## src/rtl/down_counter_pkg.sv

```systemverilog
// Shared types and defaults for the loadable down counter timer.
// The state encoding is fixed at 2 bits so it can be probed in waveforms and by downstream debug logic.
package down_counter_pkg;

  typedef enum logic [1:0] {
    IDLE  = 2'd0,
    RUN   = 2'd1,
    PAUSE = 2'd2,
    DONE  = 2'd3
  } dct_state_e;

  localparam int DEFAULT_WIDTH = 4;

endpackage

```

## src/rtl/down_counter_timer.sv

```systemverilog
// Loadable synchronous down counter with a one-cycle terminal-count pulse.
// Supports one-shot and auto-reload (periodic) operation.
module down_counter_timer
  import down_counter_pkg::*;
#(
  parameter int WIDTH = DEFAULT_WIDTH
) (
  input  logic             clk,
  input  logic             rst_n,
  input  logic             load,
  input  logic [WIDTH-1:0] load_val,
  input  logic             en,
  input  logic             auto_reload,
  output logic [WIDTH-1:0] q,
  output logic             tc,
  output logic             busy
);

  localparam logic [WIDTH-1:0] ZERO = '0;
  localparam logic [WIDTH-1:0] ONE  = WIDTH'(1);

  dct_state_e       state_q, state_d;
  logic [WIDTH-1:0] count_q, count_d;
  logic [WIDTH-1:0] reload_q, reload_d;
  logic             tc_q, tc_d;
  logic             busy_q, busy_d;

  // State, count, reload value and both status flags are all registered together.
  always_ff @(posedge clk or negedge rst_n) begin
    if (!rst_n) begin
      state_q  <= IDLE;
      count_q  <= ZERO;
      reload_q <= ZERO;
      tc_q     <= 1'b0;
      busy_q   <= 1'b0;
    end else begin
      state_q  <= state_d;
      count_q  <= count_d;
      reload_q <= reload_d;
      tc_q     <= tc_d;
      busy_q   <= busy_d;
    end
  end

  // Load always wins; otherwise an enabled RUN/PAUSE decrements, with the step from 1 being the terminal event.
  always_comb begin
    state_d  = state_q;
    count_d  = count_q;
    reload_d = reload_q;
    tc_d     = 1'b0;

    if (load) begin
      count_d  = load_val;
      reload_d = load_val;
      if (load_val != ZERO) begin
        state_d = en ? RUN : PAUSE;
      end else begin
        state_d = IDLE;
        tc_d    = 1'b1;
      end
    end else begin
      case (state_q)
        RUN, PAUSE: begin
          if (!en) begin
            state_d = PAUSE;
          end else if (count_q > ONE) begin
            state_d = RUN;
            count_d = count_q - ONE;
          end else if (count_q == ONE) begin
            tc_d = 1'b1;
            if (auto_reload) begin
              state_d = RUN;
              count_d = reload_q;
            end else begin
              state_d = DONE;
              count_d = ZERO;
            end
          end else begin
            // A zero count here is unreachable; park safely without wrapping.
            state_d = DONE;
          end
        end
        default: begin
          state_d = state_q;
        end
      endcase
    end

    busy_d = (state_d == RUN) || (state_d == PAUSE);
  end

  assign q    = count_q;
  assign tc   = tc_q;
  assign busy = busy_q;

endmodule

```

## config.mk

```make
export PLATFORM = sky130hd
export DESIGN_NAME = down_counter_timer
export DESIGN_NICKNAME = d
export VERILOG_FILES = /design/src/rtl/down_counter_pkg.sv /design/src/rtl/down_counter_timer.sv
export SDC_FILE = /design/constraint.sdc
export NUM_CORES = 1
export LEC_CHECK = 0
export CELL_PAD_IN_SITES_DETAIL_PLACEMENT = 1
export CELL_PAD_IN_SITES_GLOBAL_PLACEMENT = 1
export CORE_ASPECT_RATIO = 0.7
export CORE_MARGIN = 2
export CORE_UTILIZATION = 30
export DETAILED_ROUTE_END_ITERATION = 8
export GPL_TIMING_DRIVEN = 0
export PLACE_DENSITY_LB_ADDON = 0.1
export SLEW_MARGIN = 10
export SYNTH_ARGS = -nofsm -noshare
export SYNTH_HDL_FRONTEND = slang
export SYNTH_SLANG_ARGS = --single-unit
```

## constraint.sdc

```tcl
create_clock -name clk -period 1.85 [get_ports clk]
set_clock_uncertainty 0.15 [all_clocks]
set_input_delay 0.2775 -clock clk [delete_from_list [all_inputs] [get_ports clk]]
set_output_delay 0.2775 -clock clk [all_outputs]
set_load 0.02 [all_outputs]
```

==> results.ini, run 1 <==
[floorplanning]
start_util = 0.324
num_rows = 14
core-area_um2 = 2190
die-area_um2 = 2780
pin_count = 15
die_w_um = 62.1
die_height_um = 44.7

[logic_synthesis]
synth_top_cell_area_share = 0.423
seq_area_frac_synth = 0.423
synth_area_um2 = 709
postSynthAreaPerCell_um2 = 9.59
syn_nets = 85
ys_top_cells_by_area = dfrtp_1, mux2_2, a21oi_1
synth-warning-count = 0
synthCells = 74
synth_top_area_cell = dfrtp_1
synthDistinctLibCells = 31
synth_seq_cells = 12

[pwr]
pwr_density_cell_nw_per_um2 = 986
p_sw_frac = 0.361
pwr-share-clk = 0.215
power_leakage_nw = 0.423
internal_power_mw = 0.652
seq_power_share = 0.347
p_comb_frac = 0.438
ir_drop_mv = 0.376
p_sw_mw = 0.369

[outcome]
status = completed

[clock_tree]
ctsHoldBuffers = 0
clk_pin_slew_worst_paths_ps = 90
htreeDepth = 1
cts_sinks = 12
cts_tree = built
cts_buffer_depth = 2
clkLatencyLatePin_ps = 290
root_buffer = clkbuf_4
numCtsBuffers = 3

[sta]
setup_slack_ps = 33.2
worst_slew_margin_rel = 0.556
setup_viol_count_final = 0
worst_pin_slew_ps = 659
tns_ps = 0
fmax_mhz = 550
rsz0062_at_grt = yes
final.period_utilization = 0.982
slew_viol_final = 0
period_minus_slack_ps = 1820
hold_viol_final = 0

[global_routing]
grt_max_degree = 13
antenna_found_initial = 0
first_global_vias = 673
overflow = 0
grt_pass1_wl_mm = 3.34
grt_use_total = 0.165

[worst_hold_path]
hold_path_depth = 3
hold_path_class = in -> reg

[flow_run]
cap_viol_max_count = 0

[finish]
antenna_cells = 0
stdcell_area_um2 = 1040
drive_gt1_frac = 0.316
layoutNonFillerInstCount = 130
fin_nets = 110
area_growth_pct = 46.0
finish.utilization = 0.473

[critical_path]
cp.arrival_ps = 1860
cp_max_fo = 5
worstPathRequired_ps = 1890
start_kind = flop
crit_type = reg -> reg
endpoint_kind = flop
rr_worst_depth = 5

[placed_design]
portBuffers = 13
dp.cells = 119
place_area_um2 = 882
dp_slack_ps = -125
routabilityCongestion = 0.794

[routing]
routed_wl_mm = 2.06
wl_met2_um = 922
dr_wl_met3_um = 112
met1_length_um = 994
num_vias = 680
dr.max_layer_used = met4
ant_nets = 0
drtIter0Drc = 29
vias_per_cell = 5.23
post_drt_wl_per_cell_um = 15.8
drc = 0
drt_pre_antenna_iters = 4

## what timing repair did
action	4_1_cts	5_1_grt
buffers inserted	3	4
resized for setup	7	9
hold endpoints to repair	0	0
pin swaps	3	4
setup endpoints to repair	2	5
## power by group through the flow
stage | sequential [mW] | clock (mW) | combinational, mW
floorplan | 0.372 | 0 | 0.195
global placement | 0.353 | 0 | 0.334
detailed placement | 0.353 | 0 | 0.337
CTS | 0.350 | 0.224 | 0.379
global route | 0.364 | 0.237 | 0.488
finish | 0.355 | 0.220 | 0.447
## metrics by stage
stage / total power, mW / hold slack, ps
3_5_place_dp: 0.690 / 367
4_1_cts: 0.952 / 201
2_1_floorplan: 0.566 / -168
3_3_place_gp: 0.688 / 362
6_report: 1.02 / 199
5_1_grt: 1.09 / 215
## synth_stat cells
cell,count
buf_2,1
or4b_1,1
nand4_1,2
nor2b_1,2
o31ai_1,3
xnor2_1,1
nor3_1,1
inv_1,4
a22oi_1,3
nand3_2,1
nor2_1,3
o221a_2,1
dfrtp_1,12
ha_1,2
clkbuf_1,2
nand3_1,1
a21oi_1,7
nand2b_1,1
xor2_2,1
o22ai_1,1
a2111o_1,1
mux2_2,4
o21a_1,1
nor4_1,1
or2_4,1
o21ai_0,3
a211oi_1,1
nand2_1,8
o311ai_1,1
and2_4,1
a31oi_1,2
## area by class of cell
class,count,area (um2)
multi-input cells,55,438
repair buffers,20,188
fillers,253,1150
well taps,32,40.0
flip-flops and latches,12,304
plain buffers,3,12.5
clock buffers,4,36.3
inverters,4,17.5
## flip-flops by register name, indices dropped and copies added (netlist names)
signal / flops
q: 4
reload_q: 4
busy: 1
tc: 1
state_q: 2
## placed cells by master, fill, tap and decap left out, drive strengths merged, types with 2 or more instances in the layout
| cell type | count |
|---|---|
| clkbuf | 6 |
| nor2 | 3 |
| inv | 4 |
| nand3 | 2 |
| a31oi | 2 |
| a22oi | 3 |
| o21ai | 3 |
| nand4 | 2 |
| dfrtp | 12 |
| nand2 | 8 |
| buf | 8 |
| dlymetal6s2s | 2 |
| a21oi | 7 |
| mux2 | 4 |
| clkdlybuf4s50 | 11 |
| nor2b | 2 |
| ha | 2 |
| o31ai | 3 |
## per-layer routing
layer | track usage | vias to the layer above
met5 | 0 | -
met1 | 0.215 | 340
met3 | 0.0611 | 2
li1 | - | 321
met4 | 0.0667 | 0
met2 | 0.252 | 17
## kinds of logic (layout without fill, tap and decap cells)
family          after synthesis  count (layout)  synth area share
compound gates               24              24             0.226
simple gates                 23              23             0.178
flops                        12              12             0.423
buf+inv                       7              31            0.0388
mux                           4               4            0.0635
fa+ha+maj                     2               2            0.0353
xor+xnor                      2               2            0.0353
## path summary, 6_finish.rpt
path | from | to | slack [ps]
worst max-delay path | q[0]$_DFFE_PN0P_ | q[3]$_DFFE_PN0P_ | 30
worst min-delay path | en | tc$_DFF_PN0_ | 200
worst max register to register | q[0]$_DFFE_PN0P_ | q[3]$_DFFE_PN0P_ | 30
worst min register to register | reload_q[3]$_DFFE_PN0P_ | reload_q[3]$_DFFE_PN0P_ | 380
max in group asynchronous | rst_n | q[1]$_DFFE_PN0P_ | 930
min in group asynchronous | rst_n | state_q[1]$_DFF_PN0_ | 210
## worst max-delay path: stages (launching register included)
cell and delay (ps):
dfrtp_2 460, ha_4 190, or2_4 250, and2_4 180
mux2_4 310, o31ai_4 180
(Power assumes the default switching activity.)
==> run 2: changes to the inputs <==
- DONT_BUFFER_PORTS: not set -> 1
- GPL_ROUTABILITY_DRIVEN: not set -> 0
- GPL_TIMING_DRIVEN: 0 -> 1
==> run 2 against run 1 <==
Power up 2.3%. Sequential share of layout area down 0.57 points. Non-clock buffer count up 2. Critical path type unchanged.
==> results.ini, run 2 (synthesis results as in run 1) <==
[outcome]
status = completed

[global_routing]
overflow = 0
grt_use_total = 0.179
grt_max_degree = 14
grt_pass1_wl_mm = 3.63
first_global_vias = 720
antenna_found_initial = 0

[critical_path]
endpoint = q[0]$_DFFE_PN0P_
rr_worst_depth = 7
worstReg2RegEnd = q[0]$_DFFE_PN0P_
endpoint_kind = flop
cp.arrival_ps = 1830
crit_type = reg -> reg
start_kind = flop
reg2reg_from = q[0]$_DFFE_PN0P_
cp_max_fo = 4
rrSetupSlack_ps = 10
startpoint = q[0]$_DFFE_PN0P_
worstPathRequired_ps = 1850

[sta]
hold_viol_final = 0
setup_viol_count_final = 0
hold_slack_ps = 16.2
final.period_utilization = 0.992
slew_viol_final = 0
tns_ps = 0
worst_pin_slew_ps = 587
worst_slew_margin_rel = 0.607
rsz0062_at_grt = yes
period_minus_slack_ps = 1840
fmax_mhz = 545

[finish]
num-fill-cells = 246
finish.utilization = 0.481
drive_gt1_frac = 0.430
seq_area_um2 = 303
final_cell_mix = buf_4, dfrtp_1, nand2_1
stdcell_area_um2 = 1050
area_growth_pct = 48.3
fin_nets = 112
layout_commonest_cell = buf_4
multiInputGateArea_um2 = 448
antenna_cells = 0

[routing]
vias_per_cell = 5.14
num_vias = 679
post_drt_wl_per_cell_um = 16.7
drtIter0Drc = 14
drc = 0
routed_wl_mm = 2.21
ant_nets = 0
drt_pre_antenna_iters = 4

[clock_tree]
cts_tree = built
root_buffer = clkbuf_4
clk_pin_slew_worst_paths_ps = 80
htreeDepth = 1
cts_sinks = 12
clkLatencyLatePin_ps = 280
numCtsBuffers = 3
cts_buffer_depth = 2

[floorplanning]
die-area_um2 = 2780
start_util = 0.324
num_rows = 14
pin_count = 15
die_height_um = 44.7
die_w_um = 62.1
core-area_um2 = 2190

[pwr]
ir_drop_mv = 0.437
power_leakage_nw = 0.431
power_mw = 1.04
pwr_density_cell_nw_per_um2 = 993

[placed_design]
place_area_um2 = 837
portBuffers = 0
hpwl_mm = 1.44

[worst_hold_path]
hold_path_class = in -> reg

[flow_run]
cap_viol_max_count = 0

[run 2: changes by cell type in the layout (fill, tap and decap cells not counted), sizes merged]
cell           previous run  this run
buf                       8        19
clkbuf                    6         4
clkdlybuf4s50            11         0
dlymetal6s2s              2         0
dlygate4sd3               0         6
[run 2: worst min path at each step]
stage	cells after the start	from	end	slack [ps]
after global placement	0	rst_n	reload_q[1]$_DFFE_PN0P_	-170
after floorplan	0	rst_n	busy$_DFF_PN0_	-170
after global routing	2	en	tc$_DFF_PN0_	10
final	2	load	q[1]$_DFFE_PN0P_	20
after CTS	2	load	reload_q[0]$_DFFE_PN0P_	8
after detailed placement	0	rst_n	reload_q[1]$_DFFE_PN0P_	-170
[run 2: what timing repair did]
item,4_1_cts,5_1_grt
hold buffers,6,0
pin swaps,4,5
resized for setup,9,6
endpoints found under the setup margin,2,2
setup buffers,3,3
hold endpoints to repair,23,0
[run 2: cell type report]
| class | instances | share of cell area |
|---|---|---|
| clock buffers | 4 | 0.0345 |
| well taps | 32 | 0.0380 |
| multi-input cells | 55 | 0.426 |
| inverters | 4 | 0.0143 |
| repair buffers | 25 | 0.200 |
| flip-flops and latches | 12 | 0.288 |
[run 2: through the flow]
step / std cells / worst slack [ps]
after floorplan: 74 / 19.7
after global placement: 116 / -26.7
after detailed placement: 116 / -30.1
after CTS: 129 / 9.82
after global routing: 132 / -36.1
final: 132 / 14.3
[run 2: where the power goes]
part | internal [mW] | total [mW] | switching (mW)
Clock | 0.120 | 0.211 | 0.0913
Combinational | 0.250 | 0.473 | 0.223
Sequential | 0.303 | 0.361 | 0.0584
[run 2: metal layers]
layer  part of all wire  wire length (um)  track usage  vias up
met1               0.50              1100        0.244      332
li1                   -                 -            -      328
met2               0.44               966        0.270       17
met5                  0                 0            0        -
met3              0.057               125       0.0662        2
met4             0.0081                18       0.0533        0
[run 2: worst max-delay path, stage by stage, from the launching register on]
cell and delay (ps):
dfrtp_2 450, inv_2 90, ha_4 130, or4b_4 470, nand3_4 110, buf_6 110
a2111o_1 100, o311ai_2 100
==> run 3: changes to the inputs <==
- GPL_ROUTABILITY_DRIVEN: 0 -> not set
==> results of run 3 <==
Same layout as run 2: the final DEF is identical, and so are final timing and power.
==> RTL change (settings of run 1) <==
Add an input register stage for `load`, `load_val`, `en` and `auto_reload`, without a reset; this delays them by one clock.
--- a/src/rtl/down_counter_timer.sv
+++ b/src/rtl/down_counter_timer.sv
@@ -18,6 +18,18 @@
 
   localparam logic [WIDTH-1:0] ZERO = '0;
   localparam logic [WIDTH-1:0] ONE  = WIDTH'(1);
+
+  logic load_q;
+  logic [WIDTH-1:0] load_val_q;
+  logic en_q;
+  logic auto_reload_q;
+
+  always_ff @(posedge clk) begin
+    load_q        <= load;
+    load_val_q    <= load_val;
+    en_q          <= en;
+    auto_reload_q <= auto_reload;
+  end
 
   dct_state_e       state_q, state_d;
   logic [WIDTH-1:0] count_q, count_d;
@@ -49,11 +61,11 @@
     reload_d = reload_q;
     tc_d     = 1'b0;
 
-    if (load) begin
-      count_d  = load_val;
-      reload_d = load_val;
-      if (load_val != ZERO) begin
-        state_d = en ? RUN : PAUSE;
+    if (load_q) begin
+      count_d  = load_val_q;
+      reload_d = load_val_q;
+      if (load_val_q != ZERO) begin
+        state_d = en_q ? RUN : PAUSE;
       end else begin
         state_d = IDLE;
         tc_d    = 1'b1;
@@ -61,14 +73,14 @@
     end else begin
       case (state_q)
         RUN, PAUSE: begin
-          if (!en) begin
+          if (!en_q) begin
             state_d = PAUSE;
           end else if (count_q > ONE) begin
             state_d = RUN;
             count_d = count_q - ONE;
           end else if (count_q == ONE) begin
             tc_d = 1'b1;
-            if (auto_reload) begin
+            if (auto_reload_q) begin
               state_d = RUN;
               count_d = reload_q;
             end else begin
Function: changed (a bounded check fails within 4 cycles, from zero or initial values and one cycle with rst_n low).
==> RTL change against run 1 <==
  * The run now ends with negative setup slack left
  * Routed wire length is 10% lower
  * Cell area is 12% higher
  * Sequential cell count is 7 higher
  * Setup slack worse by 0.050 ns
  * Count of clock-buffer cells in the layout is 1 lower
  * Total power is 11% higher
  * Die area is 17% higher
  * Non-clock buffer count is 2 lower
  * Largest cell class is now registers
  * Via count is 2.6% lower
  * Final cell count is 6.2% higher
  * Area after synthesis is 19% higher
==> RTL change: results (changes against run 1) <==
Run status
  • Outcome: complete, but fails checks
  • Failing checks: negative setup slack

Placed design
  • Post-Place Cells: 129 (+8.4%)
  • Port Buf Inserts: 14 (+1)
  • RD Place Congestion: 0.711 (-11%)
  • DP Area: 1030 sq um (+17%)
  • DP Worst Slack: -0.124 ns (+0.000997 ns)

Logic synthesis
  • Synth async-reset ratio: 0.632 (-0.368)
  • Top cells by area, synth: dfrtp_1, dfxtp_1, nand2_1
  • Unique masters post-synth: 32 (+3.2%)
  • Commonest cells in the netlist: dfrtp_1, nand2_1, o21ai_0
  • Avg Inst Size Synth: 10.7 sq um (+11%)

Cells and area
  • Share of cells above drive strength 1: 0.255 (-0.0614)
  • # nets final: 114 (+3.6%)

CTS
  • Worst skew pair latency: 0.26 ns (-0.03 ns)
  • Root Driver: clkbuf_8
  • Post-CTS Resized: 8 (+1)

Route
  • Wirelength, routed: 1850 um (-10%)
  • Met2 WL: 815 um (-12%)
  • Vias/cell: 4.80 (-8.3%)
  • DR vias: 662 (-2.6%)
  • 1st-pass router iterations: 3 (-1)
  • First-iteration detailed-routing DRC count: 18 (-38%)

Min path
  • Worst min path class: in -> async

Timing
  • # setup viols final: 1 (+1)
  • Slew headroom: 0.634 (+0.0772)
  • Fin worst setup slack: -0.0163 ns (-0.0495 ns)

Power
  • Sequential share of power: 0.442 (+0.095)
  • VDD IR max: 0.425 mV (+13%)
  • Comb. pwr: 329 uW (-26%)
  • Sw power: 352 uW (-4.5%)

GRT
  • First-pass GRT wire length: 3370 um (+0.84%)
  • GRT Overall Usage: 0.143 (-0.0217)
RTL change: cell count changes after synthesis, sizes merged, moves of 2 or more:
cell / run 1 / this run
dfxtp: 0 / 7
a21oi: 7 / 1
o21ai: 3 / 8
a22oi: 3 / 0
nand2: 8 / 11
a21o: 0 / 2
a31oi: 2 / 4
mux2: 4 / 2
nand4: 2 / 0
nor2b: 2 / 0
RTL change: final timing paths:
check                      slack [ns]  cells after the start                      end
max in group asynchronous        0.94                      1         q[0]$_DFFE_PN0P_
setup / recovery                -0.02                      6         q[3]$_DFFE_PN0P_
hold / removal                   0.21                      1     state_q[1]$_DFF_PN0_
min in group clk                 0.30                      1    load_val_q[3]$_DFF_P_
setup reg to reg                -0.02                      6         q[3]$_DFFE_PN0P_
hold reg to reg                  0.33                      1  reload_q[3]$_DFFE_PN0P_
RTL change: layer usage:
| metal | global-route usage | up-vias |
|---|---|---|
| met2 | 0.201 | 13 |
| met3 | 0.0558 | 5 |
| met4 | 0.0612 | 0 |
| met5 | 0 | - |
| met1 | 0.194 | 316 |
| li1 | - | 328 |
RTL change: final cells by class:
| class | instances | area, sq um |
|---|---|---|
| fillers | 310 | 1580 |
| flip-flops and latches | 19 | 443 |
| multi-input cells | 53 | 413 |
| repair buffers | 19 | 176 |
| well taps | 36 | 45.0 |
| clock buffers | 3 | 41.3 |
| inverters | 5 | 18.8 |
| plain buffers | 2 | 15.0 |
| clock inverters | 1 | 7.51 |
RTL change: cell families (layout without fill, tap and decap cells):
family,after synthesis,in the layout,share of synthesized area
adder cells (fa/ha/maj),3,3,0.0415
buffers and inverters,7,30,0.0400
AO/OA/AOI/OAI,23,23,0.197
multiplexers,2,2,0.0267
AND/OR/NAND/NOR,23,23,0.142
XOR/XNOR,2,2,0.0297
flip-flops,19,19,0.522
